[config.mk]
export PLATFORM = sky130hd
export DESIGN_NAME = lc3_mem_access
export DESIGN_NICKNAME = d
export VERILOG_FILES = /design/src/rtl/lc3_mem_access.sv
export SDC_FILE = /design/constraint.sdc
export NUM_CORES = 1
export LEC_CHECK = 0
export ABC_AREA = 0
export BUFFER_PORTS_ARGS = -buffer_cell sky130_fd_sc_hd__buf_2
export CORE_ASPECT_RATIO = 0.6
export CORE_UTILIZATION = 42
export CTS_BUF_LIST = sky130_fd_sc_hd__clkbuf_16
export DETAILED_ROUTE_END_ITERATION = 10
export MAX_ROUTING_LAYER = met4
export PLACE_DENSITY = 0.8
export SLEW_MARGIN = 40
export SYNTH_ARGS = -nofsm -noshare
export SYNTH_HDL_FRONTEND = slang
export SYNTH_SLANG_ARGS = --single-unit
[constraint.sdc]
create_clock -name Clk -period 1.65 [get_ports Clk]
set_input_delay 0.495 -clock Clk [delete_from_list [all_inputs] [get_ports Clk]]
set_output_delay 0.495 -clock Clk [all_outputs]
set_load 0.01 [all_outputs]
[src/rtl/lc3_mem_access.sv]
// Memory-side sequencer for the LC-3 datapath: one SRAM read or write per Start,
// strobes held for WAIT_CYCLES cycles, then a single-cycle ready pulse R.
module lc3_mem_access #(
    parameter int unsigned WAIT_CYCLES = 2
) (
    input  logic        Clk,
    input  logic        Reset,
    input  logic        Start,
    input  logic        Rd_nWr,
    input  logic [15:0] Addr,
    input  logic [15:0] Wr_Data,
    input  logic [15:0] Mem_Data_In,
    output logic [15:0] Mem_Addr,
    output logic [15:0] Mem_Data_Out,
    output logic        Mem_CE,
    output logic        Mem_OE,
    output logic        Mem_WE,
    output logic [15:0] MDR_Data,
    output logic        Busy,
    output logic        R
);

    typedef enum logic [1:0] {
        StIdle,
        StAccess,
        StDone
    } state_e;

    state_e     state;
    logic [3:0] wait_cnt;
    logic       op_read;

    always_ff @(posedge Clk) begin
        if (Reset) begin
            state        <= StIdle;
            wait_cnt     <= 4'd0;
            op_read      <= 1'b0;
            Mem_Addr     <= 16'h0000;
            Mem_Data_Out <= 16'h0000;
            Mem_CE       <= 1'b0;
            Mem_OE       <= 1'b0;
            Mem_WE       <= 1'b0;
            MDR_Data     <= 16'h0000;
            Busy         <= 1'b0;
            R            <= 1'b0;
        end else begin
            unique case (state)
                StIdle: begin
                    if (Start) begin
                        Mem_Addr     <= Addr;
                        Mem_Data_Out <= Wr_Data;
                        op_read      <= Rd_nWr;
                        wait_cnt     <= 4'(WAIT_CYCLES - 1);
                        Mem_CE       <= 1'b1;
                        Mem_OE       <= Rd_nWr;
                        Mem_WE       <= ~Rd_nWr;
                        Busy         <= 1'b1;
                        state        <= StAccess;
                    end
                end
                StAccess: begin
                    // The count loaded at Start is WAIT_CYCLES-1, so zero marks the last cycle.
                    if (wait_cnt == 4'd0) begin
                        Mem_CE <= 1'b0;
                        Mem_OE <= 1'b0;
                        Mem_WE <= 1'b0;
                        R      <= 1'b1;
                        if (op_read) begin
                            MDR_Data <= Mem_Data_In;
                        end
                        state <= StDone;
                    end else begin
                        wait_cnt <= wait_cnt - 4'd1;
                    end
                end
                StDone: begin
                    R     <= 1'b0;
                    Busy  <= 1'b0;
                    state <= StIdle;
                end
                default: begin
                    state <= StIdle;
                end
            endcase
        end
    end

endmodule

## Word level (Yosys, flattened, before mapping)

Cells that the tools add are included.
Widths: inputs -> output; s select.

- Register bits: 60
- Bits of input ports: 52
- Output and inout bits: 53
- Logic and storage cells: 46

- Add/sub/neg operators: 1
- Equal/unequal tests: 5
- Mux-type cells: 16
- Bitwise operators: 1
- Reductions and logical operators: 12

Operator list:

| cell | number |
|---|---|
| $pmux 1 s2 | 5 |
| $reduce_and 3->1 | 3 |
| $mux 4 | 2 |
| $pmux 4 s2 | 1 |
| $reduce_and 2->1 | 4 |
| $ne 2x2->1 const B | 3 |
| $reduce_bool 2->1 | 3 |
| $mux 1 | 5 |
| $logic_not 4->1 | 1 |
| $mux 2 | 2 |
| $pmux 2 s2 | 1 |
| $sub 4x1->4 const B | 1 |
| $eq 2x1->1 const B | 1 |
| $eq 2x2->1 const B | 1 |
| $logic_not 2->1 | 1 |
| $not 1->1 | 1 |

## Longest topological paths before layout

- Depth after elaboration: 3
- Mapped depth: 7
- Gate-level depth less buffers: 5

## Least setup slack after synthesis

OpenSTA, ideal clock, no wires.

- Kind: reg-to-reg
- Start: register wait_cnt[0]
- End: register MDR_Data[3]
- Library setup time: 116 ps
- Data arrival time: 1413 ps
- Required time: 1534 ps
- Setup slack: 121 ps
- Cell stages (with the launch flop): 7
- Buffers on the path: 1
- Clock period less this slack: 1529 ps
- Cell sequence: dfxtp_1 inv_1 ha_1 nor3b_1 clkbuf_1 a311oi_1 a31o_2

- Word-level cells in the longest chain between the ends: 2

Ends and longest elaborated chain:

| item | RTL line | source |
|---|---|---|
| start: declaration | 30 | `logic [3:0] wait_cnt;` |
| start signal: assignment | 53 | `wait_cnt <= 4'(WAIT_CYCLES - 1);` |
| start signal: assignment | 73 | `wait_cnt <= wait_cnt - 4'd1;` |
| $logic_not 4->1 | 63 | `if (wait_cnt == 4'd0) begin` |
| $reduce_and 3->1 (no line) | - |  |
| end signal: assignment | 69 | `MDR_Data <= Mem_Data_In;` |
| end: declaration | 18 | `output logic [15:0] MDR_Data,` |

No other way between the ends.
A chain may end at the register's enable or synchronous reset.

## Final worst setup path

- Start: register wait_cnt[0]
- End: register wait_cnt[3]

- Word-level cells in the longest chain between the ends: 3
- Elaborated cells on any way between the ends: 6
- Those cells by class: add/sub: 1; eq/ne: 1; mux: 2; reduce/logical: 2

Ends and longest elaborated chain:

| item | RTL line |
|---|---|
| $sub 4x1->4 or $logic_not 4->1 (tied branches) | 73, 63 |
| $mux 4 or $ne 2x2->1 (tied branches) | - |
| $pmux 4 s2 or $reduce_and 3->1 (tied branches) | - |

Several ways; a longest one is shown, not always the timed one. The select of a mux whose other input is x is not followed.

==> impl_metrics.yaml <==
floorplan:
  ioPinCount: 105
  die_area_um2: 5980
  die_y_um: 60.3
  core_um2: 5260
  start_util_pct: 45.3
  die_w_um: 99.2
  num_rows: 20
finish:
  areaGrowthSynthToFinish_pct: 36.5
  fin_nets: 431
  fillers: 465
  multi_input_area_um2: 982
  drive_gt1_share_pct: 40.3
  diodes: 0
  seqCellArea_um2: 1200
  final_cells: 448
placement:
  dp.cells: 432
  hpwlAfterDp_um: 4240
  place.gp.congestion: 0.822
  io_buffers: 104
timing:
  hold_viol: 0
  slew_violations: 0
  tns_ps: 0
  rsz0062_at_grt: "false"
  finClkSkew_ps: 6.14
  max_freq_mhz: 642
  setup_violations: 0
  relSlewSlack_pct: 69.3
  tightest_slew_ps: 454
  fin_crit_ps: 1560
  period_share_pct: 94.4
worst_setup_path:
  worst_setup_path_start_kind: "flip-flop"
  path_max_fanout: 4
  reg2reg_depth: 5
  r2r_slack_ps: 90
  end_kind: "flip-flop"
  path_class: "flip-flop to flip-flop"
  crit_required_ps: 1890
  reg2reg_to: "wait_cnt[3]"
  r2r-start: "wait_cnt[0]"
  cp.arrival_ps: 1800
synth:
  synthCells: 274
  syn_area_um2: 2380
  synthTopCellsByArea: "dfxtp_1, nand2_1, a21oi_1, a311oi_1, a31o_2"
  synth-edff-count: 0
  synth.ff_latch_count: 60
  yosys.area.top_type: "dfxtp_1"
  synth_async_sr_flop_share_pct: 0
  ys.flop_type: "dfxtp_1"
  yosysSeqAreaShare_pct: 50.4
  syn_nets: 328
  yosysMostFrequentCell: "nand2_1"
  avgSynthCellArea_um2: 8.69
  yosysWarnings: 0
  synth_commonest_cells: "nand2_1, dfxtp_1, a21oi_1, inv_1"
  synth.top_cell.area_share_pct: 50.4
  ys_types: 33
worst_hold_path:
  hold_path_class: "input port to flip-flop"
  holdPathEnd: "MDR_Data[15]"
  worstHoldStart: "Mem_Data_In[15]"
  min_path_cells: 2
clock_network:
  clk_pin_slew_ps: 50
  clockBufferDepth: 2
  cts_buffers: 9
  htreeDepth: 3
  cts_tree: "done"
  root_buffer: "clkbuf_16"
  clock_sinks: 60
  post_cts_buffers: 0
  insertion_delay_ps: 320
power:
  p_leak_nw: 1.49
  p_per_area_nw_per_um2: 1230
  vdd_ir_drop_max_mv: 0.598
grt:
  grt_max_degree: 39
  grtUsageTotal_pct: 21.3
  grt_overflow: 0
  grt_pass1_vias: 2104
  antenna_found_initial: 0
  grt_pass1_wl_um: 9510
flow_run:
  maxCapViolCount: 0
outcome:
  status: "finished clean"
drt:
  dr_total_vias: 2299
  routedWlPerCell_um: 13.4
  ant_nets: 0
  drt_wl_total_um: 6000
  drc: 0
  drt_iter0_markers: 86
  viasPerCell: 5.13
  first_pass_iters: 5
## cell usage in the layout, fill, tap and decap left out, types with 2 or more instances in the layout
| cell | n |
|---|---|
| or3b_2 | 2 |
| or3_1 | 3 |
| a21oi_1 | 40 |
| buf_2 | 104 |
| a311oi_1 | 16 |
| nand2_1 | 67 |
| nor2_1 | 2 |
| o211ai_1 | 3 |
| a211oi_1 | 2 |
| inv_1 | 21 |
| dfxtp_1 | 59 |
| buf_4 | 9 |
| a31o_2 | 16 |
| o21ai_0 | 2 |
| clkinv_2 | 5 |
| clkbuf_16 | 9 |
## sequential cells by signal, summed over array words and instances (netlist names)
| signal | flops |
|---|---|
| Busy | 1 |
| MDR_Data | 16 |
| Mem_Addr | 16 |
| Mem_CE | 1 |
| Mem_Data_Out | 16 |
| Mem_OE | 1 |
| Mem_WE | 1 |
| R | 1 |
| op_read | 1 |
| state | 2 |
| wait_cnt | 4 |
## stage by stage
step	instance area (um2)	setup slack (ps)	util [%]	hold slack, ps	power [mW]
final	3250	92.7	61.8	403	4.00
after detailed placement	2960	18.1	56.3	446	2.27
after CTS	3240	0.181	61.7	395	4.03
after global placement	2960	51.4	56.3	438	2.25
after floorplan	2380	121	-	477	2.02
after global routing	3250	9.09	61.8	405	4.18
## worst max-delay path by stage
stage	startpoint	end	slack (ps)	depth (start not counted)
3_5_place_dp	Start	Mem_OE	20	5
3_3_place_gp	wait_cnt[0]	MDR_Data[12]	50	5
5_1_grt	wait_cnt[0]	wait_cnt[3]	9	5
2_1_floorplan	wait_cnt[0]	MDR_Data[3]	120	6
4_1_cts	wait_cnt[0]	MDR_Data[3]	0.2	5
6_report	wait_cnt[0]	wait_cnt[3]	90	5
## logic make-up (layout without fill, tap and decap cells)
logic type / count (synthesis) / count (layout) / synth area share [%]
adder cells (fa/ha/maj): 2 / 2 / 1.05
multiplexers: 1 / 1 / 0.420
buffers and inverters: 44 / 152 / 8.93
flip-flops: 60 / 60 / 50.4
AO/OA/AOI/OAI: 82 / 82 / 23.3
AND/OR/NAND/NOR: 85 / 85 / 15.8
## worst max-delay path: stages (launching register included)
cell	delay, ps
dfxtp_1	310
inv_1	80
ha_2	200
nor4bb_1	150
or4_1	530
a211oi_2	220
## timing repair
item,4_1_cts,5_1_grt
endpoints found under the hold margin,0,0
hold buffers,0,0
resized for setup,0,4
endpoints found under the setup margin,0,17
## layout make-up
| class | count | share of cell area, % |
|---|---|---|
| timing repair buffer | 115 | 19.1 |
| sequential | 60 | 37.0 |
| inverter | 21 | 2.43 |
| clock buffer | 9 | 6.93 |
| tap | 66 | 2.54 |
| multi-input combinational | 170 | 30.2 |
| clock inverter | 7 | 1.81 |
## where the power goes
part | total (mW) | switching (mW) | internal [mW] | leakage, nW
registers | 1.62 | 0.0644 | 1.55 | 0.491
clock network | 1.76 | 0.610 | 1.15 | 0.150
logic | 0.633 | 0.371 | 0.261 | 0.845
total | 4.00 | 1.05 | 2.96 | 1.49
## per-layer routing
layer | share of wire (%) | routed length [um] | GRT usage, % | vias up
met5 | 0 | 0 | - | -
met4 | 0.17 | 10 | 5.67 | 0
met3 | 7.5 | 449 | 7.25 | 2
met2 | 43 | 2600 | 33.6 | 84
met1 | 49 | 2940 | 26.4 | 1059
li1 | - | - | - | 1154
Power figures use the tool's default switching activity.
